<file path="config.mk">
export PLATFORM = sky130hd
export DESIGN_NAME = arb_rr_3to1
export DESIGN_NICKNAME = d
export VERILOG_FILES = /design/src/rtl/arb_pkg.sv /design/src/rtl/arb_rr_pick.sv /design/src/rtl/arb_rr_3to1.sv
export SDC_FILE = /design/constraint.sdc
export NUM_CORES = 1
export LEC_CHECK = 0
export ABC_AREA = 1
export BUFFER_PORTS_ARGS = -buffer_cell sky130_fd_sc_hd__buf_2
export CORE_MARGIN = 3
export CORE_UTILIZATION = 25
export CTS_BUF_LIST = sky130_fd_sc_hd__clkbuf_4 sky130_fd_sc_hd__clkbuf_8 sky130_fd_sc_hd__clkbuf_16
export CTS_CLUSTER_DIAMETER = 80
export CTS_CLUSTER_SIZE = 8
export DETAILED_ROUTE_END_ITERATION = 8
export GPL_TIMING_DRIVEN = 0
export PLACE_DENSITY_LB_ADDON = 0.25
export SYNTH_ARGS = -nofsm -noshare
export SYNTH_HDL_FRONTEND = slang
export SYNTH_SLANG_ARGS = --single-unit
</file>
<file path="constraint.sdc">
create_clock -name clk_i -period 2.8 [get_ports clk_i]
set_clock_uncertainty 0.2 [all_clocks]
set_input_delay 0.56 -clock clk_i [delete_from_list [all_inputs] [get_ports clk_i]]
set_output_delay 0.56 -clock clk_i [all_outputs]
set_load 0.05 [all_outputs]
</file>
<file path="src/rtl/arb_pkg.sv">
// -----------------------------------------------------------------------------
// arb_pkg
// Shared types and helpers for the 3-requester round-robin arbiter.
//   arb_state_e     : controller states (IDLE, GRANT)
//   SEL_REQ0..2     : mux-select encodings driven onto select_o
//   ARB_N           : number of requesters
//   idx_next()      : index + 1 modulo ARB_N
//   idx_onehot()    : index -> one-hot grant vector
// -----------------------------------------------------------------------------
package arb_pkg;

  localparam int ARB_N = 3;

  localparam logic [1:0] SEL_REQ0 = 2'b00;
  localparam logic [1:0] SEL_REQ1 = 2'b01;
  localparam logic [1:0] SEL_REQ2 = 2'b10;

  typedef enum logic {
    IDLE  = 1'b0,
    GRANT = 1'b1
  } arb_state_e;

  function automatic logic [1:0] idx_next(input logic [1:0] idx);
    return (idx == SEL_REQ2) ? SEL_REQ0 : idx + 2'd1;
  endfunction

  function automatic logic [ARB_N-1:0] idx_onehot(input logic [1:0] idx);
    return ARB_N'(1) << idx;
  endfunction

endpackage

</file>
<file path="src/rtl/arb_rr_pick.sv">
// -----------------------------------------------------------------------------
// arb_rr_pick
// Combinational round-robin picker. Searches req (with excl bits removed) in
// the order ptr, ptr+1, ptr+2 (mod 3) and reports the first asserted index.
//   req   [2:0] : request vector
//   ptr   [1:0] : index searched first
//   excl  [2:0] : requesters to ignore (the current owner during handoff)
//   found       : some non-excluded requester is asserted
//   idx   [1:0] : winning index (SEL_REQ0 when nothing is found)
// -----------------------------------------------------------------------------
module arb_rr_pick
  import arb_pkg::*;
(
  input  logic [ARB_N-1:0] req,
  input  logic [1:0]       ptr,
  input  logic [ARB_N-1:0] excl,
  output logic             found,
  output logic [1:0]       idx
);

  logic [ARB_N-1:0] avail;

  assign avail = req & ~excl;

  // NOTE: every output of a combinational block gets a default before any
  // conditional assignment; a path that leaves one unassigned infers a latch.
  always_comb begin
    found = 1'b0;
    idx   = SEL_REQ0;
    // Walk from the farthest offset back to ptr so the closest hit wins last.
    for (int off = ARB_N - 1; off >= 0; off--) begin
      int cand;
      cand = int'(ptr) + off;
      if (cand >= ARB_N) cand = cand - ARB_N;
      if (avail[cand]) begin
        found = 1'b1;
        idx   = 2'(cand);
      end
    end
  end

endmodule

</file>
<file path="src/rtl/arb_rr_3to1.sv">
// -----------------------------------------------------------------------------
// arb_rr_3to1
// Round-robin arbiter sharing one 3-to-1 datapath mux among three requesters.
// The grant is held while the owner keeps requesting; on release the priority
// pointer moves past the owner and the next requester is granted on the same
// edge (no idle bubble).
//   clk_i         : clock, rising edge
//   rst_i         : asynchronous reset, active low
//   req_i   [2:0] : level-sensitive requests, bit k = requester k
//   grant_o [2:0] : registered one-hot grant, 000 when idle
//   select_o[1:0] : mux select matching grant_o, 00 when idle
//   busy_o        : a grant is active
// Build option: define ARB_TIMEOUT_EN to preempt an owner after MAX_HOLD
// consecutive cycles while another requester waits. Without it MAX_HOLD is
// only range-checked.
// -----------------------------------------------------------------------------
module arb_rr_3to1
  import arb_pkg::*;
#(
  parameter int MAX_HOLD = 8
) (
  input  logic             clk_i,
  input  logic             rst_i,
  input  logic [ARB_N-1:0] req_i,
  output logic [ARB_N-1:0] grant_o,
  output logic [1:0]       select_o,
  output logic             busy_o
);

  if (MAX_HOLD < 1 || MAX_HOLD > 255) begin : g_max_hold_range
    $error("arb_rr_3to1: MAX_HOLD must be in 1..255");
  end

  arb_state_e       state_q, state_d;
  logic [1:0]       owner_q, owner_d;   // doubles as select_o; 00 when idle
  logic [1:0]       ptr_q, ptr_d;
  logic [ARB_N-1:0] grant_q, grant_d;
  logic             new_grant;
  logic             expire;

  logic [1:0]       pick_ptr;
  logic [ARB_N-1:0] pick_excl;
  logic             pick_found;
  logic [1:0]       pick_idx;

  // One picker serves both cases: fresh arbitration from ptr while idle, and
  // the handoff search starting after the owner (owner masked) while granted.
  assign pick_ptr  = (state_q == GRANT) ? idx_next(owner_q)   : ptr_q;
  assign pick_excl = (state_q == GRANT) ? idx_onehot(owner_q) : '0;

  arb_rr_pick u_pick (
    .req   (req_i),
    .ptr   (pick_ptr),
    .excl  (pick_excl),
    .found (pick_found),
    .idx   (pick_idx)
  );

`ifdef ARB_TIMEOUT_EN
  localparam int               HOLD_W   = $clog2(MAX_HOLD + 1);
  localparam logic [HOLD_W-1:0] HOLD_LIM = HOLD_W'(MAX_HOLD - 1);

  logic [HOLD_W-1:0] hold_q, hold_d;

  // While granted, pick_found means someone other than the owner is waiting.
  assign expire = (hold_q == HOLD_LIM) && pick_found;

  // Saturating at MAX_HOLD-1 keeps the expiry armed, so a late competitor
  // preempts a long-running owner on its first pending cycle.
  always_comb begin
    hold_d = hold_q;
    if (new_grant || state_d == IDLE) begin
      hold_d = '0;
    end else if (hold_q != HOLD_LIM) begin
      hold_d = hold_q + 1'b1;
    end
  end

  always_ff @(posedge clk_i or negedge rst_i) begin
    if (!rst_i) hold_q <= '0;
    else        hold_q <= hold_d;
  end
`else
  assign expire = 1'b0;
`endif

  always_comb begin
    state_d   = state_q;
    owner_d   = owner_q;
    ptr_d     = ptr_q;
    grant_d   = grant_q;
    new_grant = 1'b0;
    unique case (state_q)
      IDLE: begin
        if (pick_found) begin
          state_d   = GRANT;
          owner_d   = pick_idx;
          grant_d   = idx_onehot(pick_idx);
          new_grant = 1'b1;
        end
      end
      GRANT: begin
        if (!req_i[owner_q] || expire) begin
          ptr_d = idx_next(owner_q);
          if (pick_found) begin
            owner_d   = pick_idx;
            grant_d   = idx_onehot(pick_idx);
            new_grant = 1'b1;
          end else begin
            state_d = IDLE;
            owner_d = SEL_REQ0;
            grant_d = '0;
          end
        end
      end
      default: begin
        state_d = IDLE;
        owner_d = SEL_REQ0;
        grant_d = '0;
      end
    endcase
  end

  // NOTE: sequential state uses non-blocking assignments so every register
  // samples the pre-edge values regardless of statement order.
  always_ff @(posedge clk_i or negedge rst_i) begin
    if (!rst_i) begin
      state_q <= IDLE;
      owner_q <= SEL_REQ0;
      ptr_q   <= SEL_REQ0;
      grant_q <= '0;
    end else begin
      state_q <= state_d;
      owner_q <= owner_d;
      ptr_q   <= ptr_d;
      grant_q <= grant_d;
    end
  end

  assign grant_o  = grant_q;
  assign select_o = owner_q;
  assign busy_o   = (state_q == GRANT);

endmodule

</file>
After elaboration in Yosys (flattened, before gate mapping) --
Cells that the tools add are included.
Storage, ports and cells: output and inout port bits 6, word-level logic and storage cells 62, register bits after elaboration 8, input port bits 5
Operators by class: bitwise gates (word level) 4, shift-type cells 2, mux-type cells 34, reduce and logical (&&, ||, !) cells 2, equal/unequal tests 3, $add $sub $neg 6, order comparisons 7
Operators with widths (number):
- $lt 32x4->1 const B | 3
- $mux 32 | 3
- $ge 32x3->1 const B | 2
- $sub 32x3->32 const B | 2
- $mux 2 | 8
- $mux 1 | 12
- $mux 3 | 4
- $bmux 1 s2 | 4
- $pmux 3 s2 | 1
- $shl 1x2->3 const A | 2
- $ne 2x2->1 const B | 2
- $pmux 2 s2 | 1
- $reduce_and 2->1 | 2
- $add 2x1->3 const B | 1
- $add 2x2->3 const B | 1
- $and 3x3->3 | 1
- $lt 2x3->1 const B | 1
- $not 3->3 | 1
- $sub 2x2->3 const B | 1
- $add 2x1->2 const B | 1
- $eq 2x2->1 const B | 1
- $ge 2x2->1 const B | 1
- $not 1->1 | 2
- $pmux 1 s2 | 1

Logic depth before layout (Yosys ltp) --
Gate-level depths: netlist (run 1).
depth in word-level cells 16, depth in mapped cells 16, depth with buffers taken out 16

Cells and area by module --
Synthesis (run 1) repeated with hierarchy kept, for this count alone.
Unflattened totals: cells, all modules 100, area total of the unflattened synthesis 646.9 µm²
By module, submodules not included:
- arb_rr_3to1 | times used 1, area an instance 445.4 µm², cells an instance 61, seq. area each 200.2 µm²
- arb_rr_pick | times used 1, area an instance 201.4 µm², cells an instance 39, seq. area each 0.0 µm²

Least setup slack after synthesis (run 1) --
Ideal clock, no wire load.
kind register to register, start point register state_q (netlist: busy_o), end point register owner_q[1] (netlist: select_o[1]), setup time 0.118 ns, path slack 0.430 ns, clock period less this slack 2.370 ns, stages on the path, launching flop included 16, data arrival time 2.051 ns, path through dfrtp_1 buf_6 inv_1 nand2_1 nand2_1 ha_1 inv_1 nand2_1 nand3_1 nand2_1 nor2_4 nand3_2 nand2_4 inv_4 nand2_2 nand2_1
On the way: longest elaborated chain between the ends 13, elaborated cells between the ends (all ways) 38, classes of those cells add/sub (5); order compare (3); eq/ne (2); mux (24); bitwise (3); reduce/logical (1)
RTL lines:
- start: declaration | RTL line arb_rr_3to1.sv:34 | arb_state_e state_q, state_d;
- start signal: assignment | RTL line arb_rr_3to1.sv:133 | state_q <= state_d;
- $mux 2 | RTL line arb_rr_3to1.sv:48 | assign pick_ptr = (state_q == GRANT) ? idx_next(owner_q) : ptr_q;
- $add 2x2->3 | RTL line arb_rr_pick.sv:33 | cand = int'(ptr) + off;
- $sub 32x3->32 or $ge 32x3->1 (tied branches) | RTL line arb_rr_pick.sv:34 | if (cand >= ARB_N) cand = cand - ARB_N;
- $mux 32 | RTL line arb_rr_pick.sv:34
- $bmux 1 s2 | RTL line arb_rr_pick.sv:35 | if (avail[cand]) begin
- $mux 1 (implied by the code) (2 in series) | RTL line arb_rr_pick.sv:35
- $mux 2 or $mux 1 (tied branches) (3 in series) | RTL line arb_rr_pick.sv:35
- $mux 2 | RTL line arb_rr_3to1.sv:105 | if (pick_found) begin
- $mux 2 | RTL line arb_rr_3to1.sv:103 | if (!req_i[owner_q] || expire) begin
- $pmux 2 s2 | RTL line arb_rr_3to1.sv:93 | unique case (state_q)
- end signal: assignment | RTL line arb_rr_3to1.sv:134 | owner_q <= owner_d;
- end: declaration | RTL line arb_rr_3to1.sv:35 | logic [1:0] owner_q, owner_d;
Parallel ways exist; a longest one is shown, timed or not. The select of a mux whose other input is x is not followed. A chain may end at the register's enable or synchronous reset.

Final worst setup path (run 1) --
start point register owner_q[1] (netlist: select_o[1]), end point register owner_q[1] (netlist: select_o[1])
On the way: longest elaborated chain between the ends 15, elaborated cells between the ends (all ways) 43, classes of those cells add/sub (6); order compare (3); eq/ne (3); shift (1); mux (27); bitwise (2); reduce/logical (1)
RTL lines:
- $add 2x1->2 or $eq 2x2->1 (tied branches) | RTL line arb_pkg.sv:24 | return (idx == SEL_REQ2) ? SEL_REQ0 : idx + 2'd1;
- $mux 2 | RTL line arb_pkg.sv:24
- $mux 2 | RTL line arb_rr_3to1.sv:48
- $add 2x2->3 | RTL line arb_rr_pick.sv:33
- $sub 32x3->32 or $ge 32x3->1 (tied branches) | RTL line arb_rr_pick.sv:34
- $mux 32 | RTL line arb_rr_pick.sv:34
- $bmux 1 s2 | RTL line arb_rr_pick.sv:35
- $mux 1 (implied by the code) (2 in series) | RTL line arb_rr_pick.sv:35
- $mux 2 or $mux 1 (tied branches) (3 in series) | RTL line arb_rr_pick.sv:35
- $mux 2 | RTL line arb_rr_3to1.sv:105
- $mux 2 | RTL line arb_rr_3to1.sv:103
- $pmux 2 s2 | RTL line arb_rr_3to1.sv:93
Parallel ways exist; a longest one is shown, timed or not. The select of a mux whose other input is x is not followed.

==> qor.csv, run 1 <==
stage,metric,value,unit
synth,synth warn,0,
finish,area of the multi-input gates,375,µm²
placement,detailed placement HPWL,1.13,mm
worst_hold_path,Hold Path Sink,grant_o[1],
sta,Rel. slew slack,83.4,%
floorplan,Core Area,2300,µm²
synth,dominant cell type by area after synthesis,dfrtp_1,
floorplan,die height,56.2,µm
synth,synth top area cells,"dfrtp_1 (32%), nand2_1 (24%), nand3_1 (7.1%)",
finish,share of cells above drive strength 1,25.5,%
floorplan,die width,56.2,µm
global_route,first-pass GRT wire length,2.28,mm
drt,Routed Antenna Nets,0,
floorplan,starting density of the core,27.5,%
worst_setup_path,largest stage delay on the critical path,430,ps
sta,f_max,438,MHz
synth,Post-synth EDFFs,0,
floorplan,# IOs,11,
cts,Sink Count,8,
global_route,total gr overflow,0,
drt,routed vias/inst,4.46,
synth,Syn Std Cell Area,631,µm²
drt,Remaining DRCs,0,
finish,nets@finish,118,
sta,Worst Max-Slew Pin Slew,251,ps
worst_hold_path,hold depth,2,
synth,prevailing post-synth register cell,dfrtp_1,
synth,"Seq/Total Area, Yosys",31.7,%
sta,# setup viols final,0,
finish,final cell count without fillers,138,
synth,"count leader, synth",nand2_1,
sta,Final Max Slew Viols,0,
global_route,met3 usage,0.696,%
worst_setup_path,"Buf+Inv Stages, Crit Path",3,
finish,Fillers,264,
worst_setup_path,"Max FO, Critical Path",6,
worst_setup_path,CP Class,reg -> reg,
drt,WL per Instance,9.88,µm
global_route,vias in the first global route,557,
global_route,GRT Total Usage,9.12,%
cts,Root Driver,clkbuf_4,
cts,CTS Buf Count,3,
synth,Yosys top cell area share,31.7,%
global_route,met2 Use GR,15.0,%
run,MaxCap Viol Count,0,
floorplan,num rows,17,
worst_setup_path,CP Cell Sequence,"inv_2, nand2_1, nand2_1, nand2_1, ha_1, inv_1, nand2_1, nand3_1, nand2_1, nor2_4, nand3_2, nand2_4, inv_4, nand2_2, nand2_1",
worst_setup_path,R2R depth,15,
worst_setup_path,Worst Setup Start Kind,flop,
finish,Sequential cell area,200,µm²
drt,DRT iter0 DRCs,9,
sta,total negative slack,0,ps
synth,Syn Inst Count,96,
worst_setup_path,worst endpoint required time,2740,ps
synth,"Distinct cells, synth",19,
finish,area grow syn2layout,18.7,%
synth,Post-Syn Area per Cell,6.57,µm²
placement,GP Congestion,0.804,
worst_setup_path,WP data arrival,2220,ps
cts,post-CTS sizing,0,
global_route,largest net degree at the start of global routing,10,
status,status,finished clean,
global_route,initial antenna violation count,0,
finish,fin util,32.6,%
cts,clock transition at the registers of the reported paths,50,ps
synth,synth cell count leaders,"nand2_1 (40), nand3_1 (9), dfrtp_1 (8), inv_1 (8), nand2_2 (5)",
worst_hold_path,Worst Hold Class,reg -> reg,
synth,Post-synth ARST share,100,%
synth,Synthesized Nets,102,
floorplan,die area,3160,µm²
sta,final worst-path cycle share,81.5,%
sta,"Hold Vio Cnt, Final",0,
worst_setup_path,CP Capture Type,flop,
worst_setup_path,CP max-delay cell,dfrtp_1,
cts,Longest Clk Path Bufs,2,
worst_setup_path,FF-to-FF Start,select_o[1],
drt,final WL,1.36,mm
cts,CTS H-tree depth,1,
worst_setup_path,Reg-to-Reg End,select_o[1],
worst_hold_path,worst min-delay path startpoint,grant_o[1],
finish,Inserted Diodes,0,
synth,"flops & latches, synth",8,
placement,Buffers on Ports,10,
drt,routed vias,616,
sta,minimum clock period,2280,ps
worst_setup_path,r2r setup slk,520,ps
cts,worst skew pair latency,250,ps
sta,RSZ-0062 raised after global routing,no,
cts,CTS tree,built,
global_route,M1 GR Usage,11.6,%
placement,DP Cell Count,134,
worst_setup_path,crit-path leading delay family,simple AND/OR/NAND/NOR gates,
worst_setup_path,"most used cell, CP",nand2_1,
drt,First-pass DRT Iterations,4,
global_route,GRT busiest layer,met2,
cells by family after synthesis:
| family | Yosys count | synth area share, % |
|---|---|---|
| AND/OR/NAND/NOR | 67 | 50.6 |
| buffers and inverters | 12 | 8.73 |
| AO/OA/AOI/OAI | 8 | 6.94 |
| flip-flops | 8 | 31.7 |
| adder cells (fa/ha/maj) | 1 | 1.98 |
worst max path at each step:
stage | from | endpoint | cells past startpoint
final | select_o[1] | select_o[1] | 15
after CTS | select_o[1] | select_o[1] | 15
after detailed placement | select_o[1] | select_o[1] | 15
after global routing | select_o[1] | select_o[1] | 15
after floorplan | busy_o | select_o[1] | 15
after global placement | select_o[1] | grant_o[2] | 15
worst min-delay path: stages, from the launching register on:
cell,delay [ps]
dfrtp_1,340
nand2_1,50
nand2_1,50
cell usage in the layout (no fill, tap or decap):
cell and count:
o21ai_0 4, dlygate4sd3_1 1, nand3_1 9, o221ai_1 1
buf_2 10, or2_0 2, clkbuf_4 3, or2_2 1
dfrtp_1 8, a21oi_1 3, ha_1 1, buf_6 1
inv_4 1, inv_2 2, nand2_4 1, inv_1 8
nand2_1 40, nand2_2 5, nand4_1 1, nor2_1 4
nor2_4 1, nand3_2 3
final cells by class:
class                   instances  share of cell area (%)
plain buffers                   1                    1.51
inverters                      11                    5.85
flip-flops and latches          8                    26.8
repair buffers                 11                    8.03
clock buffers                   3                    3.01
multi-input cells              76                    50.2
well taps                      28                    4.68
metal layers:
metal	up-vias	wire length, µm
li1	336	-
met1	270	655
met2	8	675
met3	2	16
met4	0	16
met5	-	0
stage by stage:
step / setup slack [ps] / instance area, µm² / hold WS [ps]
finish: 519 / 748 / 275
global route: 250 / 748 / 301
CTS: 511 / 748 / 281
detailed placement: 528 / 716 / 208
global placement: 541 / 716 / 208
floorplan: 430 / 631 / 64.4
repair_timing:
| item | 4_1_cts | 5_1_grt |
|---|---|---|
| endpoints found under the hold margin | 8 | 0 |
| hold buffers | 1 | 0 |
| buffers inserted | 0 | 0 |
flip-flops by register name, summed over array words and instances (netlist names):
signal    cells
busy_o        1
ptr_q         2
select_o      2
grant_o       3
Power of run 1 is left out: the tool's default activity adds up to more than one toggle a clock period on the data nets, which glitch-free logic cannot reach.
==> inputs of run 2 (changes only) <==
--- a/config.mk
+++ b/config.mk
@@ -5,7 +5,7 @@
 export SDC_FILE = /design/constraint.sdc
 export NUM_CORES = 1
 export LEC_CHECK = 0
-export ABC_AREA = 1
+export ABC_AREA = 0
 export BUFFER_PORTS_ARGS = -buffer_cell sky130_fd_sc_hd__buf_2
 export CORE_MARGIN = 3
 export CORE_UTILIZATION = 25
==> constraint.sdc (replaced) <==
create_clock -name clk_i -period 2 [get_ports clk_i]
set_clock_uncertainty 0.2 [all_clocks]
set_input_delay 0.4 -clock clk_i [delete_from_list [all_inputs] [get_ports clk_i]]
set_output_delay 0.4 -clock clk_i [all_outputs]
set_load 0.05 [all_outputs]
==> run 2 against run 1 <==
The flow now finishes with violations (negative setup slack). Critical path depth is 6 lower. Worst hold slack better by 27 ps. Die area is 5.5% higher. Highest routed layer unchanged.
==> qor.csv, run 2 <==
stage,metric,value,unit
worst_hold_path,Worst Hold Class,in -> async,
worst_setup_path,"Buf+Inv Stages, Crit Path",2,
floorplan,die area,3330,µm²
synth,Post-synth ARST share,100,%
drt,Routed Antenna Nets,0,
sta,Rel. slew slack,81.8,%
sta,minimum clock period,2460,ps
finish,Largest register FFs,3,
worst_setup_path,worst endpoint required time,1940,ps
floorplan,# IOs,11,
cts,CTS H-tree depth,1,
synth,largest family of logic cells by synthesized area,simple AND/OR/NAND/NOR gates,
drt,routed vias,669,
finish,fin util,38.3,%
finish,final cell count without fillers,128,
worst_setup_path,r2r setup slk,-460,ps
synth,"count leader, synth",dfrtp_1,
synth,prevailing post-synth register cell,dfrtp_1,
synth,Yosys top cell area share,29.9,%
sta,hold slack,302,ps
sta,f_max,407,MHz
global_route,M1 GR Usage,17.2,%
drt,routed vias/inst,5.23,
status,failing checks,negative setup slack,
status,status,"finished, violations left",
placement,Buffers on Ports,10,
power_and_ir_drop,Peak supply drop,1020,µV
cts,Root Driver,clkbuf_4,
sta,"Hold Vio Cnt, Final",0,
floorplan,die height,57.7,µm
synth,Synthesized Nets,79,
worst_setup_path,FF-to-FF Start,select_o[1],
global_route,first-pass GRT wire length,3.06,mm
cts,CTS tree,built,
synth,"Seq/Total Area, Yosys",29.9,%
global_route,GRT Total Usage,11.7,%
global_route,met3 usage,1.34,%
sta,# setup viols final,6,
worst_setup_path,Worst Setup Start Kind,flop,
worst_setup_path,crit path launch,select_o[1],
placement,Place WS,-570,ps
worst_setup_path,CP Capture Type,flop,
worst_setup_path,CP Class,reg -> reg,
drt,Remaining DRCs,0,
synth,Post-synth EDFFs,0,
global_route,largest net degree at the start of global routing,11,
power_and_ir_drop,Sw Share,46.3,%
floorplan,die width,57.7,µm
sta,post-route setup slack,-456,ps
cts,CTS Buf Count,3,
synth,post-synthesis compound-gate area fraction,27.1,%
global_route,vias in the first global route,654,
synth,synth warn,0,
worst_setup_path,Reg-to-Reg End,grant_o[0],
synth,Post-Synth XOR/XNOR Area,1.31,%
floorplan,Core Area,2520,µm²
drt,final WL,1.83,mm
synth,post-synthesis mux area share,2.99,%
synth,Post-Syn Area per Cell,9.17,µm²
worst_setup_path,CP Cell Sequence,"buf_6, nand3b_1, a21boi_4, ha_4, buf_4, a221oi_2, a32oi_2, or2_1, a32o_2",
synth,Syn Inst Count,73,
placement,detailed placement HPWL,1.29,mm
power_and_ir_drop,leak pwr,0.414,nW
worst_setup_path,instance count on the critical path,9,
worst_setup_path,crit-path leading delay family,compound AO/OA/AOI/OAI gates,
sta,Final Max Slew Viols,0,
drt,First-pass DRT Iterations,4,
power_and_ir_drop,Net Sw Power,0.876,mW
global_route,GRT busiest layer,met2,
sta,Worst Max-Slew Pin Slew,273,ps
worst_setup_path,CP max-delay cell,dfrtp_2,
worst_setup_path,WP data arrival,2400,ps
finish,share of cells above drive strength 1,46.9,%
run,MaxCap Viol Count,0,
power_and_ir_drop,Internal,1.01,mW
drt,DRT iter0 DRCs,21,
power_and_ir_drop,Flop pwr share,15.8,%
floorplan,starting density of the core,26.5,%
global_route,initial antenna violation count,0,
finish,area grow syn2layout,44.5,%
synth,dominant cell type by area after synthesis,dfrtp_1,
synth,synth cell count leaders,"dfrtp_1 (8), nand2_1 (6), inv_1 (5), nand2b_1 (5)",
synth,Syn Std Cell Area,669,µm²
sta,final worst-path cycle share,123,%
finish,Inserted Diodes,0,
worst_setup_path,"Max FO, Critical Path",5,
power_and_ir_drop,Comb pwr share,76.2,%
synth,"flops & latches, synth",8,
placement,GP Congestion,0.761,
drt,WL per Instance,14.3,µm
sta,RSZ-0062 raised after global routing,yes,
power_and_ir_drop,total power divided by cell area,1950,nW/µm²
placement,DP Cell Count,113,
synth,synth top area cells,"dfrtp_1 (30%), nand2b_1 (4.7%), nand3b_1 (4.5%)",
worst_setup_path,Critical path destination,grant_o[0],
finish,"commonest cells after routing, fill and taps aside","buf_2 (10), buf_4 (10), nand2_1 (6)",
synth,Post-Synth Simple-Gate Area,29.9,%
cts,worst skew pair latency,260,ps
cts,Sink Count,8,
global_route,total gr overflow,0,
finish,Fillers,270,
synth,"Distinct cells, synth",42,
cts,clock transition at the registers of the reported paths,60,ps
power_and_ir_drop,Clock power frac,8.0,%
global_route,met2 Use GR,17.3,%
finish,nets@finish,105,
floorplan,num rows,18,
cts,Longest Clk Path Bufs,2,
worst_setup_path,R2R depth,9,
synth,Synth Area in Adders,1.87,%
worst_setup_path,largest stage delay on the critical path,430,ps
[run 2: cell types whose count changed after synthesis, moves of 4 or more]
cell	change
nand2_1	-34
nand2b_1	+5
nand3b_1	+4
nand2_2	-5
o22ai_1	+4
nor2_1	-4
nand3_1	-7
[run 2: worst min path at each step]
| stage | end | slack [ps] | from | depth (start not counted) |
|---|---|---|---|---|
| floorplan | busy_o | -100 | rst_i | 0 |
| global placement | grant_o[0] | 50 | rst_i | 1 |
| detailed placement | grant_o[0] | 50 | rst_i | 1 |
| CTS | grant_o[2] | 300 | rst_i | 2 |
| global route | grant_o[2] | 310 | rst_i | 2 |
| finish | grant_o[2] | 300 | rst_i | 2 |
[run 2: layout make-up]
type / count / area (µm²) / area share, %
Multi-Input combinational cell: 57 / 504 / 52.1
Sequential cell: 8 / 204 / 21.1
Timing Repair Buffer: 21 / 135 / 14.0
Tap cell: 30 / 37.5 / 3.88
Buffer: 3 / 33.8 / 3.49
Clock buffer: 4 / 30.0 / 3.10
Inverter: 5 / 22.5 / 2.33
[run 2: worst reg2reg max path: cells and delay by family, from the launching register on]
kind	cells	cell delay [ps]
compound gates	4	740
fa+ha+maj	1	280
buf+inv	2	260
flops	1	430
simple gates	2	440
[run 2: routing by layer]
layer / vias up / routed length [µm]
met1: 317 / 926
met4: 0 / 29
li1: 331 / -
met2: 18 / 793
met3: 3 / 81
met5: - / 0
[run 2: what timing repair did]
action,in CTS,in global routing
endpoints found under the setup margin,6,6
resized for setup,4,6
endpoints found under the hold margin,8,0
hold buffers,1,0
setup buffers,9,1
pin swaps,14,6
[run 2: power groups by stage]
stage | logic (mW) | registers (mW) | clock network, mW
floorplan | 0.749 | 0.427 | 0
global placement | 1.09 | 0.296 | 0
detailed placement | 1.09 | 0.296 | 0
CTS | 1.33 | 0.295 | 0.156
global route | 1.55 | 0.308 | 0.161
finish | 1.44 | 0.298 | 0.152
[run 2: through the flow]
step           TNS, ps  area, µm²  power [mW]
6_report         -2470        967        1.89
5_1_grt          -3080        967        2.02
4_1_cts          -2380        930        1.78
3_5_place_dp     -3060        796        1.39
3_3_place_gp     -2890        796        1.39
2_1_floorplan    -2660        708        1.18
[run 2: logic make-up (layout without fill, tap and decap cells)]
logic type                 after synthesis  in the layout
and+or+nand+nor                         30             30
AOI/OAI and AO/OA                       23             23
muxes                                    2              2
DFF                                      8              8
buffers and inverters                    8             33
xor gates and xnor gates                 1              1
adders and majority gates                1              1
(Power assumes the default switching activity.)
==> inputs of run 3 (changes only) <==
--- a/config.mk
+++ b/config.mk
@@ -14,7 +14,7 @@
 export CTS_CLUSTER_SIZE = 8
 export DETAILED_ROUTE_END_ITERATION = 8
 export GPL_TIMING_DRIVEN = 0
-export PLACE_DENSITY_LB_ADDON = 0.25
+export PLACE_DENSITY = 0.49
 export SYNTH_ARGS = -nofsm -noshare
 export SYNTH_HDL_FRONTEND = slang
 export SYNTH_SLANG_ARGS = --single-unit
==> constraint.sdc (replaced) <==
create_clock -name clk_i -period 2.5 [get_ports clk_i]
set_clock_uncertainty 0.2 [all_clocks]
set_input_delay 0.5 -clock clk_i [delete_from_list [all_inputs] [get_ports clk_i]]
set_output_delay 0.5 -clock clk_i [all_outputs]
set_load 0.05 [all_outputs]
==> run 3 against run 2 <==
Critical endpoint unchanged. Non-clock buffer count shrank 5. Register-to-register slack improved by 470 ps. Via count down 0.90%. Final cell count fell by 3.9%. The run now ends clean. Core utilization decreased by 1.4 points. Highest routed layer unchanged. Count of clock-buffer cells in the layout did not move. Sequential cell count unchanged.
==> qor.csv, run 3 (same netlist as run 2, synthesis figures left out) <==
stage,metric,value,unit
status,status,finished clean,
cts,Root Driver,clkbuf_4,
sta,Rel. slew slack,78.1,%
placement,Place WS,-59.5,ps
power_and_ir_drop,Flop pwr share,16.6,%
floorplan,# IOs,11,
worst_setup_path,CP Class,reg -> reg,
finish,Inserted Diodes,0,
sta,f_max,402,MHz
cts,Sink Count,8,
placement,Buffers on Ports,10,
power_and_ir_drop,Comb pwr share,75.0,%
finish,Largest register FFs,3,
worst_setup_path,Worst Setup Start Kind,flop,
finish,"commonest non-fill, non-tap cell in the layout",buf_2,
sta,Final Max Slew Viols,0,
sta,hold slack,317,ps
cts,CTS tree,built,
sta,Worst Max-Slew Pin Slew,327,ps
sta,"Hold Vio Cnt, Final",0,
global_route,GRT Total Usage,12.6,%
worst_setup_path,"Max FO, Critical Path",4,
floorplan,Core Area,2520,µm²
placement,DP Cell Count,113,
finish,fin util,37.0,%
run,MaxCap Viol Count,0,
global_route,largest net degree at the start of global routing,11,
power_and_ir_drop,Pwr Total,1.43,mW
worst_setup_path,CP Capture Type,flop,
finish,post-route cell area,932,µm²
worst_setup_path,worst endpoint required time,2450,ps
sta,RSZ-0062 raised after global routing,yes,
drt,First-pass DRT Iterations,4,
global_route,initial antenna violation count,0,
floorplan,die area,3330,µm²
floorplan,die width,57.7,µm
power_and_ir_drop,Clock power frac,8.3,%
finish,"commonest cells after routing, fill and taps aside","buf_2 (10), nand2_1 (6), inv_1 (5), dfrtp_1 (5), buf_4 (5)",
power_and_ir_drop,Sw Share,47.5,%
drt,DRT iter0 DRCs,10,
drt,routed vias,663,
global_route,total gr overflow,0,
worst_hold_path,Worst Hold Class,reg -> reg,
sta,# setup viols final,0,
sta,minimum clock period,2490,ps
power_and_ir_drop,Peak supply drop,674,µV
floorplan,num rows,18,
cts,CTS Buf Count,3,
sta,total negative slack,0,ps
floorplan,die height,57.7,µm
worst_setup_path,WP data arrival,2430,ps
drt,final WL,1.89,mm
power_and_ir_drop,total power divided by cell area,1530,nW/µm²
drt,Routed Antenna Nets,0,
placement,GP Congestion,0.768,
finish,final cell count without fillers,123,
floorplan,starting density of the core,26.5,%
cts,CTS H-tree depth,1,
power_and_ir_drop,leak pwr,0.397,nW
global_route,first-pass GRT wire length,3.23,mm
cts,clock transition at the registers of the reported paths,60,ps
drt,routed vias/inst,5.39,
power_and_ir_drop,Internal,0.748,mW
cts,worst skew pair latency,260,ps
global_route,vias in the first global route,680,
finish,area grow syn2layout,39.3,%
placement,Area after DPL,790,µm²
power_and_ir_drop,Net Sw Power,0.678,mW
sta,post-route setup slack,14.5,ps
cts,Longest Clk Path Bufs,2,
drt,Remaining DRCs,0,
finish,nets@finish,100,
finish,share of cells above drive strength 1,45.2,%
drt,WL per Instance,15.3,µm
placement,detailed placement HPWL,1.33,mm
sta,final worst-path cycle share,99.4,%
run 3: power groups by stage:
stage / sequential [mW] / clock, mW / combinational [mW]
2_1_floorplan: 0.342 / 0 / 0.582
3_3_place_gp: 0.236 / 0 / 0.860
3_5_place_dp: 0.236 / 0 / 0.868
4_1_cts: 0.237 / 0.123 / 0.986
5_1_grt: 0.245 / 0.133 / 1.17
6_report: 0.237 / 0.119 / 1.07
run 3: critical path, stage by stage, from the launching register on:
cell      delay [ps]
dfrtp_2          440
buf_6            130
nand3b_1         200
a21boi_4         170
ha_4             310
nor2b_2          130
o221ai_1         110
o221ai_1         260
nand3_2          140
a32o_2           290
run 3: worst paths after layout:
| path | start | end | slack, ps | cells after the start |
|---|---|---|---|---|
| max reg2reg | select_o[1] | grant_o[0] | 10 | 9 |
| max | select_o[1] | grant_o[0] | 10 | 9 |
| min reg2reg | grant_o[2] | grant_o[2] | 320 | 2 |
| min in group asynchronous | rst_i | grant_o[0] | 400 | 2 |
| min | grant_o[2] | grant_o[2] | 320 | 2 |
| max in group asynchronous | rst_i | busy_o | 1520 | 2 |
run 3: repair_timing:
item,4_1_cts,5_1_grt
pin swaps,12,14
hold buffers,1,0
setup buffers,4,1
gates resized for setup,6,7
endpoints found under the hold margin,8,0
setup endpoints to repair,6,6
run 3: final cells by class:
| class | instances | area, µm² |
|---|---|---|
| fill | 278 | 1590 |
| multi-input combinational | 57 | 510 |
| sequential | 8 | 204 |
| timing repair buffer | 16 | 97.6 |
| tap | 30 | 37.5 |
| buffer | 3 | 33.8 |
| clock buffer | 4 | 30.0 |
| inverter | 5 | 18.8 |
run 3: metal layers:
metal  share of wire, %  global-route usage, %  up-vias
met5                  0                      0        -
met4                1.0                   2.98        0
met1                 47                   16.7      324
met2                 47                   20.5       14
met3                4.5                   3.12        6
li1                   -                      -      319
